## config.mk

```make
export PLATFORM = sky130hd
export DESIGN_NAME = isp_pixel_serializer
export DESIGN_NICKNAME = d
export VERILOG_FILES = /design/src/rtl/isp_pixel_serializer.sv
export SDC_FILE = /design/constraint.sdc
export NUM_CORES = 1
export LEC_CHECK = 0
export CORE_UTILIZATION = 53
export CTS_BUF_LIST = sky130_fd_sc_hd__clkbuf_16
export DETAILED_ROUTE_END_ITERATION = 10
export GPL_ROUTABILITY_DRIVEN = 1
export GPL_TIMING_DRIVEN = 0
export PLACE_DENSITY = 0.78
export SYNTH_ARGS = -nofsm -noshare
export SYNTH_HDL_FRONTEND = slang
export SYNTH_SLANG_ARGS = --single-unit
```

## constraint.sdc

```tcl
create_clock -name clk -period 3.9 [get_ports clk]
set_input_delay 0.975 -clock clk [delete_from_list [all_inputs] [get_ports clk]]
set_output_delay 0.975 -clock clk [all_outputs]
set_load 0.05 [all_outputs]
```

## src/rtl/isp_pixel_serializer.sv

```systemverilog
// Pixel FIFO plus R/G/B word serializer with frame position tracking and
// start-of-frame / end-of-line / end-of-frame markers.
module isp_pixel_serializer #(
    parameter int unsigned CH_WIDTH   = 16,
    parameter int unsigned FIFO_DEPTH = 4
) (
    input  logic                  clk,
    input  logic                  reset,
    input  logic [11:0]           x_size,
    input  logic [11:0]           y_size,
    input  logic [3*CH_WIDTH-1:0] pixel_in,
    input  logic                  pixel_valid,
    output logic                  pixel_ready,
    output logic [CH_WIDTH-1:0]   word_out,
    output logic                  word_valid,
    input  logic                  word_ready,
    output logic                  sof,
    output logic                  eol,
    output logic                  eof,
    output logic                  busy
);

    localparam int unsigned PIX_W = 3 * CH_WIDTH;
    localparam int unsigned PTR_W = (FIFO_DEPTH > 1) ? $clog2(FIFO_DEPTH) : 1;
    localparam int unsigned CNT_W = PTR_W + 1;
    localparam int unsigned POS_W = 12;

    typedef enum logic [1:0] {IDLE, CH_R, CH_G, CH_B} state_t;

    state_t                state, state_nxt;
    logic [PIX_W-1:0]      mem [FIFO_DEPTH];
    logic [PTR_W-1:0]      wr_ptr, rd_ptr;
    logic [CNT_W-1:0]      count, count_nxt;
    logic [2*CH_WIDTH-1:0] hold, hold_nxt;
    logic [POS_W-1:0]      x, y, xs, ys;
    logic [POS_W-1:0]      x_nxt, y_nxt, xs_nxt, ys_nxt;
    logic [POS_W-1:0]      x_adv, y_adv, ld_x, ld_y;
    logic                  in_frame, in_frame_nxt;
    logic [CH_WIDTH-1:0]   word_nxt;
    logic                  valid_nxt, sof_nxt, eol_nxt, eof_nxt;
    logic                  push, pop, load, hs, last_x, last_y, frame_start;
    logic [PIX_W-1:0]      head;

    assign push      = pixel_valid && pixel_ready;
    assign hs        = word_valid && word_ready;
    assign head      = mem[rd_ptr];
    assign last_x    = (x == xs - POS_W'(1));
    assign last_y    = (y == ys - POS_W'(1));
    assign x_adv     = last_x ? '0 : x + POS_W'(1);
    assign y_adv     = !last_x ? y : (last_y ? '0 : y + POS_W'(1));
    assign count_nxt = count + CNT_W'(push) - CNT_W'(pop);
    assign frame_start = (ld_x == '0) && (ld_y == '0);

    // FIFO storage; written on every accepted pixel
    always_ff @(posedge clk) begin
        if (push) begin
            mem[wr_ptr] <= pixel_in;
        end
    end

    // Serializer next-state, word/marker and position update
    always_comb begin
        state_nxt    = state;
        pop          = 1'b0;
        load         = 1'b0;
        ld_x         = x;
        ld_y         = y;
        hold_nxt     = hold;
        word_nxt     = word_out;
        valid_nxt    = word_valid;
        sof_nxt      = sof;
        eol_nxt      = eol;
        eof_nxt      = eof;
        x_nxt        = x;
        y_nxt        = y;
        xs_nxt       = xs;
        ys_nxt       = ys;
        in_frame_nxt = in_frame;

        if (hs) begin
            in_frame_nxt = !eof;
        end

        case (state)
            IDLE: begin
                if (count != '0) begin
                    load = 1'b1;
                end
            end
            CH_R: begin
                if (hs) begin
                    state_nxt = CH_G;
                    word_nxt  = hold[2*CH_WIDTH-1:CH_WIDTH];
                    sof_nxt   = 1'b0;
                end
            end
            CH_G: begin
                if (hs) begin
                    state_nxt = CH_B;
                    word_nxt  = hold[CH_WIDTH-1:0];
                    eol_nxt   = last_x;
                    eof_nxt   = last_x && last_y;
                end
            end
            CH_B: begin
                if (hs) begin
                    x_nxt = x_adv;
                    y_nxt = y_adv;
                    ld_x  = x_adv;
                    ld_y  = y_adv;
                    if (count != '0) begin
                        load = 1'b1;
                    end else begin
                        state_nxt = IDLE;
                        valid_nxt = 1'b0;
                        eol_nxt   = 1'b0;
                        eof_nxt   = 1'b0;
                    end
                end
            end
            default: state_nxt = IDLE;
        endcase

        // A pixel loaded at position (0,0) opens a frame and latches its size
        if (load) begin
            pop       = 1'b1;
            state_nxt = CH_R;
            hold_nxt  = head[2*CH_WIDTH-1:0];
            word_nxt  = head[PIX_W-1:2*CH_WIDTH];
            valid_nxt = 1'b1;
            sof_nxt   = frame_start;
            eol_nxt   = 1'b0;
            eof_nxt   = 1'b0;
            if (frame_start) begin
                xs_nxt = (x_size == '0) ? POS_W'(1) : x_size;
                ys_nxt = (y_size == '0) ? POS_W'(1) : y_size;
            end
        end
    end

    // State, FIFO bookkeeping and registered outputs
    always_ff @(posedge clk or posedge reset) begin
        if (reset) begin
            state       <= IDLE;
            wr_ptr      <= '0;
            rd_ptr      <= '0;
            count       <= '0;
            pixel_ready <= 1'b1;
            hold        <= '0;
            x           <= '0;
            y           <= '0;
            xs          <= POS_W'(1);
            ys          <= POS_W'(1);
            in_frame    <= 1'b0;
            word_out    <= '0;
            word_valid  <= 1'b0;
            sof         <= 1'b0;
            eol         <= 1'b0;
            eof         <= 1'b0;
            busy        <= 1'b0;
        end else begin
            state       <= state_nxt;
            if (push) wr_ptr <= wr_ptr + PTR_W'(1);
            if (pop)  rd_ptr <= rd_ptr + PTR_W'(1);
            count       <= count_nxt;
            pixel_ready <= (count_nxt != CNT_W'(FIFO_DEPTH));
            hold        <= hold_nxt;
            x           <= x_nxt;
            y           <= y_nxt;
            xs          <= xs_nxt;
            ys          <= ys_nxt;
            in_frame    <= in_frame_nxt;
            word_out    <= word_nxt;
            word_valid  <= valid_nxt;
            sof         <= sof_nxt;
            eol         <= eol_nxt;
            eof         <= eof_nxt;
            busy        <= in_frame_nxt || (count_nxt != '0) || (state_nxt != IDLE);
        end
    end

endmodule
```

==> impl_metrics.yaml, run 1 <==
timing:
  fin_crit_sh: 0.9911
  fin_tns_setup_ns: 0
  slew_violations: 0
  hold_viol: 0
  setup_violations: 0
  min_period_ns: 3.865
  skew_ns: 0.03491
  fmax_ghz: 0.2587
  slew-limit-headroom: 0.3945
  hold_ws_ns: 0.5075
  tightest_slew_ns: 0.9083
critical_path:
  cp_cell_sequence: "or4_4 -> or4_1 -> o311ai_0 -> a31oi_1 -> nor4_4 -> buf_4 -> nor2_1 -> o21ai_1 -> or3b_4 -> nor4_4 -> buf_4 -> buf_6 -> mux2_1"
  crit_family: "simple AND/OR/NAND/NOR gates"
  required_ns: 4.32
  critPathBufInv: 3
  cp_data_arrival_time_ns: 4.29
  worst-path-stages: 13
  reg2reg_to: "xs[4]$_DFFE_PP0P_"
  worstPathMaxFanout: 7
  startpoint: "ys[2]$_DFFE_PP0P_"
  reg2reg_depth: 13
  max_stage_delay_ns: 0.53
  end_kind: "flop"
  critical_path.slowest_cell: "or4_4"
  reg2reg_slack_ns: 0.03
  timing.rr.start: "ys[2]$_DFFE_PP0P_"
  crit_end: "xs[4]$_DFFE_PP0P_"
  cp-start-kind: "flop"
  worst-setup-path-type: "flop to flop"
clocking:
  clk_latency_ns: 0.58
  path_clk_slew_ns: 0.06
  root_buffer: "clkbuf_16"
  clk_path_buf_depth: 3
  htreeDepth: 1
  cts_tree: "built"
  numCtsBuffers: 30
  cts_sinks: 304
drt:
  drc: 0
  ant_nets: 0
  vias: 7825
  drtIter0Drc: 511
  vias_per_cell: 5.708
  drtPass1Iterations: 6
  routed_wl_um: 26910
  wl_per_cell_um: 19.63
die:
  coreArea_um2: 24250
  io_pins: 98
  die_w_um: 159.1
  die_h_um: 159.1
  dieArea_um2: 25320
  start_util: 0.5397
  rows: 57
finish:
  diodes: 0
  final_cells: 1371
  fin_nets: 1114
  final_util: 0.6526
  multi_input_area_um2: 4325
  drive_gt1_frac: 0.1834
  area_growth_pct: 20.93
  area.sequential_um2: 8573
  fillerInstances: 1755
yosys:
  synthCells: 875
  synth_top_area_cell: "edfxtp_1"
  synth_ff_type: "edfxtp_1"
  async_flop_share: 0.3684
  synth-edff-count: 192
  synth_warnings: 0
  synth_cell_types: 58
  netlist_area_um2: 13090
  synth_area_per_cell_um2: 14.96
  synth_top_area_share: 0.4406
  synth.ff_latch_count: 304
  yosysMostFrequentCell: "edfxtp_1"
  synthTopCellsByCount: "192 x edfxtp_1, 109 x dfrtp_1, 64 x o21ai_0, 58 x nand2_1, 48 x mux4_2"
  ys_seq_area_frac: 0.6550
  yosys-top-cells-area: "edfxtp_1 44%, dfrtp_1 21%, mux4_2 8.3%"
  synth_nets: 966
power_and_ir_drop:
  p_leak_nw: 6.035
  pwr-share-comb: 0.021
  power_w: 0.006428
  p_per_area_nw_per_um2: 406.2
  peakVddDrop_mv: 0.3695
  swShare: 0.1993
  switching_power_w: 0.001281
  seq_power_share: 0.534
  intPower_w: 0.005147
  p_clk_frac: 0.445
grt:
  antenna_found_initial: 0
  grt_usage: 0.2175
  grt_max_degree: 39
  overflow: 0
  grt_pass1_wl_um: 43180
  grt_pass1_vias: 8133
place:
  portBuffers: 97
  dp_hpwl_um: 18040
  place_congestion: 0.8699
  place_inst: 1303
run:
  drv_cap: 0
outcome:
  status: "complete, no violations"
min_path:
  hold_class: "flop to flop"
==> registers in the layout (all words and copies together), names as in the netlist, 2 cells and up <==
register / count
y: 12
word_out: 16
state: 2
rd_ptr: 2
xs: 12
x: 12
mem: 192
wr_ptr: 2
ys: 12
hold: 32
count: 3
==> placed cells by master, fill, tap and decap left out, types with 31 or more instances in the layout <==
cell type / count
edfxtp_1: 192
dfrtp_1: 108
clkdlybuf4s50_1: 97
nand2_1: 58
o21ai_0: 58
mux4_2: 48
mux2_2: 39
nor2_1: 37
clkbuf_1: 36
clkbuf_16: 31
==> per-layer routing <==
layer	part of all wire	routed length, um	global-route usage
met4	0.024	656	0.06337
met1	0.41	11040	0.2802
met3	0.048	1298	0.03517
met2	0.52	13920	0.3816
met5	0	0	0
==> worst min-delay path by stage <==
stage               cells after the start           startpoint  slack [ns]             endpoint
detailed placement                      1  hold[6]$_DFFE_PP0P_        0.50  hold[6]$_DFFE_PP0P_
CTS                                     1  hold[1]$_DFFE_PP0P_        0.51  hold[1]$_DFFE_PP0P_
floorplan                               2   in_frame$_DFF_PP0_        0.46   in_frame$_DFF_PP0_
finish                                  1  hold[1]$_DFFE_PP0P_        0.51  hold[1]$_DFFE_PP0P_
global route                            1  hold[1]$_DFFE_PP0P_        0.53  hold[1]$_DFFE_PP0P_
global placement                        1  hold[5]$_DFFE_PP0P_        0.49  hold[5]$_DFFE_PP0P_
==> stage by stage <==
stage | cell area, um2 | worst slack, ns
floorplan | 13090 | 0.04479
CTS | 15720 | 0.01952
finish | 15830 | 0.03489
detailed placement | 14610 | -1.171
global route | 15830 | -0.09752
global placement | 14470 | -1.115
==> cell type report <==
class / count / share of cell area
Clock inverter: 25 / 0.01392
Clock buffer: 31 / 0.04902
Inverter: 20 / 0.004981
Buffer: 46 / 0.01360
Multi-Input combinational cell: 502 / 0.2733
Tap cell: 324 / 0.02562
Sequential cell: 304 / 0.5417
Timing Repair Buffer: 119 / 0.07780
==> power groups by stage <==
stage | combinational (W) | clock [W] | sequential (W)
after detailed placement | 0.000137 | 0 | 0.00350
after global routing | 0.000148 | 0.00306 | 0.00343
after global placement | 0.000126 | 0 | 0.00350
after floorplan | 0.0000191 | 0 | 0.00350
final | 0.000136 | 0.00286 | 0.00343
after CTS | 0.000138 | 0.00292 | 0.00343
==> cell families after synthesis <==
family          after synthesis  share of synthesized area
flops                       304                     0.6550
simple gates                206                    0.08280
mux                         125                     0.1469
compound gates              119                    0.05440
buf+inv                      69                    0.02123
xor+xnor                     37                    0.02476
fa+ha+maj                    15                    0.01492
==> repair_timing <==
action	4_1_cts	5_1_grt
buffers inserted	7	7
pin swaps	5	10
resized for setup	13	25
hold buffers	0	0
setup endpoints to repair	27	26
endpoints found under the hold margin	0	0
cloned	1	0
(Power assumes the default switching activity.)
==> run 2: changes to the inputs <==
- SLEW_MARGIN: not set -> 20
==> run 2 against run 1 <==
- cell count hardly changed
- die area stayed put
- combinational power hardly changed
- worst setup slack better by 0.027 ns
- first-iteration DRC count is 11% higher
- via count is 0.88% higher
- sequential power hardly changed
- register-to-register slack better by 0.03 ns
- largest power group unchanged
- highest routed layer unchanged
==> impl_metrics.yaml, run 2 (synthesized netlist as in run 1, its figures left out) <==
clocking:
  path_clk_slew_ns: 0.06
  cts_tree: "built"
  root_buffer: "clkbuf_16"
  cts_sinks: 304
  numCtsBuffers: 31
  htreeDepth: 1
  clk_latency_ns: 0.58
  clk_path_buf_depth: 3
critical_path:
  reg2reg_depth: 12
  cp-start-kind: "flop"
  critPathBufInv: 2
  required_ns: 4.35
  critical_path.slowest_cell: "or4_4"
  timing.rr.start: "ys[2]$_DFFE_PP0P_"
  cp_common_cell: "nor4_4"
  crit_family: "simple AND/OR/NAND/NOR gates"
  max_stage_delay_ns: 0.57
  crit_end: "ys[7]$_DFFE_PP0P_"
  reg2reg_slack_ns: 0.06
  worst-setup-path-type: "flop to flop"
  cp_cell_sequence: "or4_4 -> or4_1 -> o311ai_0 -> a31oi_2 -> nor4_4 -> nor2_1 -> o21ai_1 -> or3b_4 -> nor4_4 -> buf_4 -> buf_12 -> mux2_1"
  end_kind: "flop"
  worst-path-stages: 12
  reg2reg_to: "ys[7]$_DFFE_PP0P_"
  startpoint: "ys[2]$_DFFE_PP0P_"
  worstPathMaxFanout: 10
  cp_data_arrival_time_ns: 4.29
grt:
  overflow: 0
  antenna_found_initial: 0
  grt_pass1_vias: 8090
  grt_pass1_wl_um: 42900
  grt_max_degree: 47
  grt_usage: 0.2161
drt:
  drtIter0Drc: 565
  routed_wl_um: 26840
  vias_per_cell: 5.754
  wl_per_cell_um: 19.56
  drtPass1Iterations: 5
  drc: 0
  ant_nets: 0
  vias: 7894
outcome:
  status: "complete, no violations"
timing:
  slew_violations: 0
  fmax_ghz: 0.2606
  min_period_ns: 3.838
  skew_ns: 0.01119
  fin_tns_setup_ns: 0
  hold_ws_ns: 0.5106
  setup_violations: 0
  tightest_slew_ns: 0.9251
  fin_crit_sh: 0.9840
  hold_viol: 0
  slew-limit-headroom: 0.3833
die:
  coreArea_um2: 24250
  dieArea_um2: 25320
  start_util: 0.5397
  io_pins: 98
  rows: 57
  die_w_um: 159.1
  die_h_um: 159.1
finish:
  fin_nets: 1114
  area_growth_pct: 20.72
  regMostFlops: "mem"
  diodes: 0
  final_common_cell: "edfxtp_1"
  drive_gt1_frac: 0.1813
  design_area_um2: 15800
  final_cell_mix: "192 x edfxtp_1, 108 x dfrtp_1, 96 x clkdlybuf4s50_1, 58 x nand2_1, 58 x o21ai_0"
  largest_reg_flops: 192
  reg.largest.list: "mem (192), hold (32), word_out (16)"
  final_util: 0.6515
power_and_ir_drop:
  power_w: 0.006259
  p_per_area_nw_per_um2: 396.2
  swShare: 0.2036
  switching_power_w: 0.001274
  seq_power_share: 0.548
  p_leak_nw: 6.052
  intPower_w: 0.004984
  peakVddDrop_mv: 0.5372
  pwr-share-comb: 0.022
  p_clk_frac: 0.430
place:
  place_area_um2: 14640
  dp_hpwl_um: 17950
  portBuffers: 97
  place_congestion: 0.8699
min_path:
  holdPathStages: 1
  hold_class: "flop to flop"
run:
  drv_cap: 0
-- run 2: changes by cell type in the layout (fill, tap and decap cells not counted), sizes merged --
cell           delta
dlymetal6s2s      +1
buf               -2
clkinv            -2
clkdlybuf4s50     -1
inv               +9
bufinv            -3
clkinvlp          -3
clkbuf            +2
-- run 2: area by class of cell --
class	count	area (um2)
plain buffers	46	219.0
clock buffers	32	800.8
clock inverters	26	123.9
fillers	1764	8451
inverters	20	78.83
multi-input cells	502	4370
flip-flops and latches	304	8573
well taps	324	405.4
repair buffers	118	1226
-- run 2: worst register-to-register path, delay by kind of cell, from the launching register on --
kind            cells  cell delay [ns]
compound gates      3             0.40
flops               1             0.42
buf+inv             2             0.34
simple gates        6             2.22
mux                 1             0.34
-- run 2: timing repair --
action / in CTS / in global routing
pin swaps: 5 / 11
hold buffers: 0 / 0
endpoints found under the setup margin: 27 / 25
resized for setup: 12 / 26
setup buffers: 8 / 6
-- run 2: worst min-delay path by stage --
stage | from | end | slack [ns]
detailed placement | hold[6]$_DFFE_PP0P_ | hold[6]$_DFFE_PP0P_ | 0.50
CTS | hold[1]$_DFFE_PP0P_ | hold[1]$_DFFE_PP0P_ | 0.51
floorplan | in_frame$_DFF_PP0_ | in_frame$_DFF_PP0_ | 0.46
finish | hold[1]$_DFFE_PP0P_ | hold[1]$_DFFE_PP0P_ | 0.51
global placement | hold[5]$_DFFE_PP0P_ | hold[5]$_DFFE_PP0P_ | 0.49
global route | hold[5]$_DFFE_PP0P_ | hold[5]$_DFFE_PP0P_ | 0.52
-- run 2: per-layer routing --
layer / GRT usage / wire length, um / vias to the layer above
met4: 0.07343 / 832 / 0
li1: - / - / 3635
met1: 0.2839 / 11120 / 3977
met5: 0 / 0 / -
met2: 0.3684 / 13540 / 227
met3: 0.03517 / 1343 / 55
-- run 2: power groups by stage --
stage / Combinational [W] / Sequential (W) / Clock [W]
CTS: 0.000138 / 0.00343 / 0.00273
global placement: 0.000126 / 0.00350 / 0
finish: 0.000137 / 0.00343 / 0.00269
detailed placement: 0.000137 / 0.00350 / 0
floorplan: 0.0000191 / 0.00350 / 0
global route: 0.000148 / 0.00343 / 0.00288
-- run 2: stage by stage --
stage	worst slack, ns	std cells
final	0.06224	1372
after global routing	-0.04962	1372
after CTS	0.02006	1368
after detailed placement	-1.187	1303
after global placement	-1.115	1296
after floorplan	0.04479	875
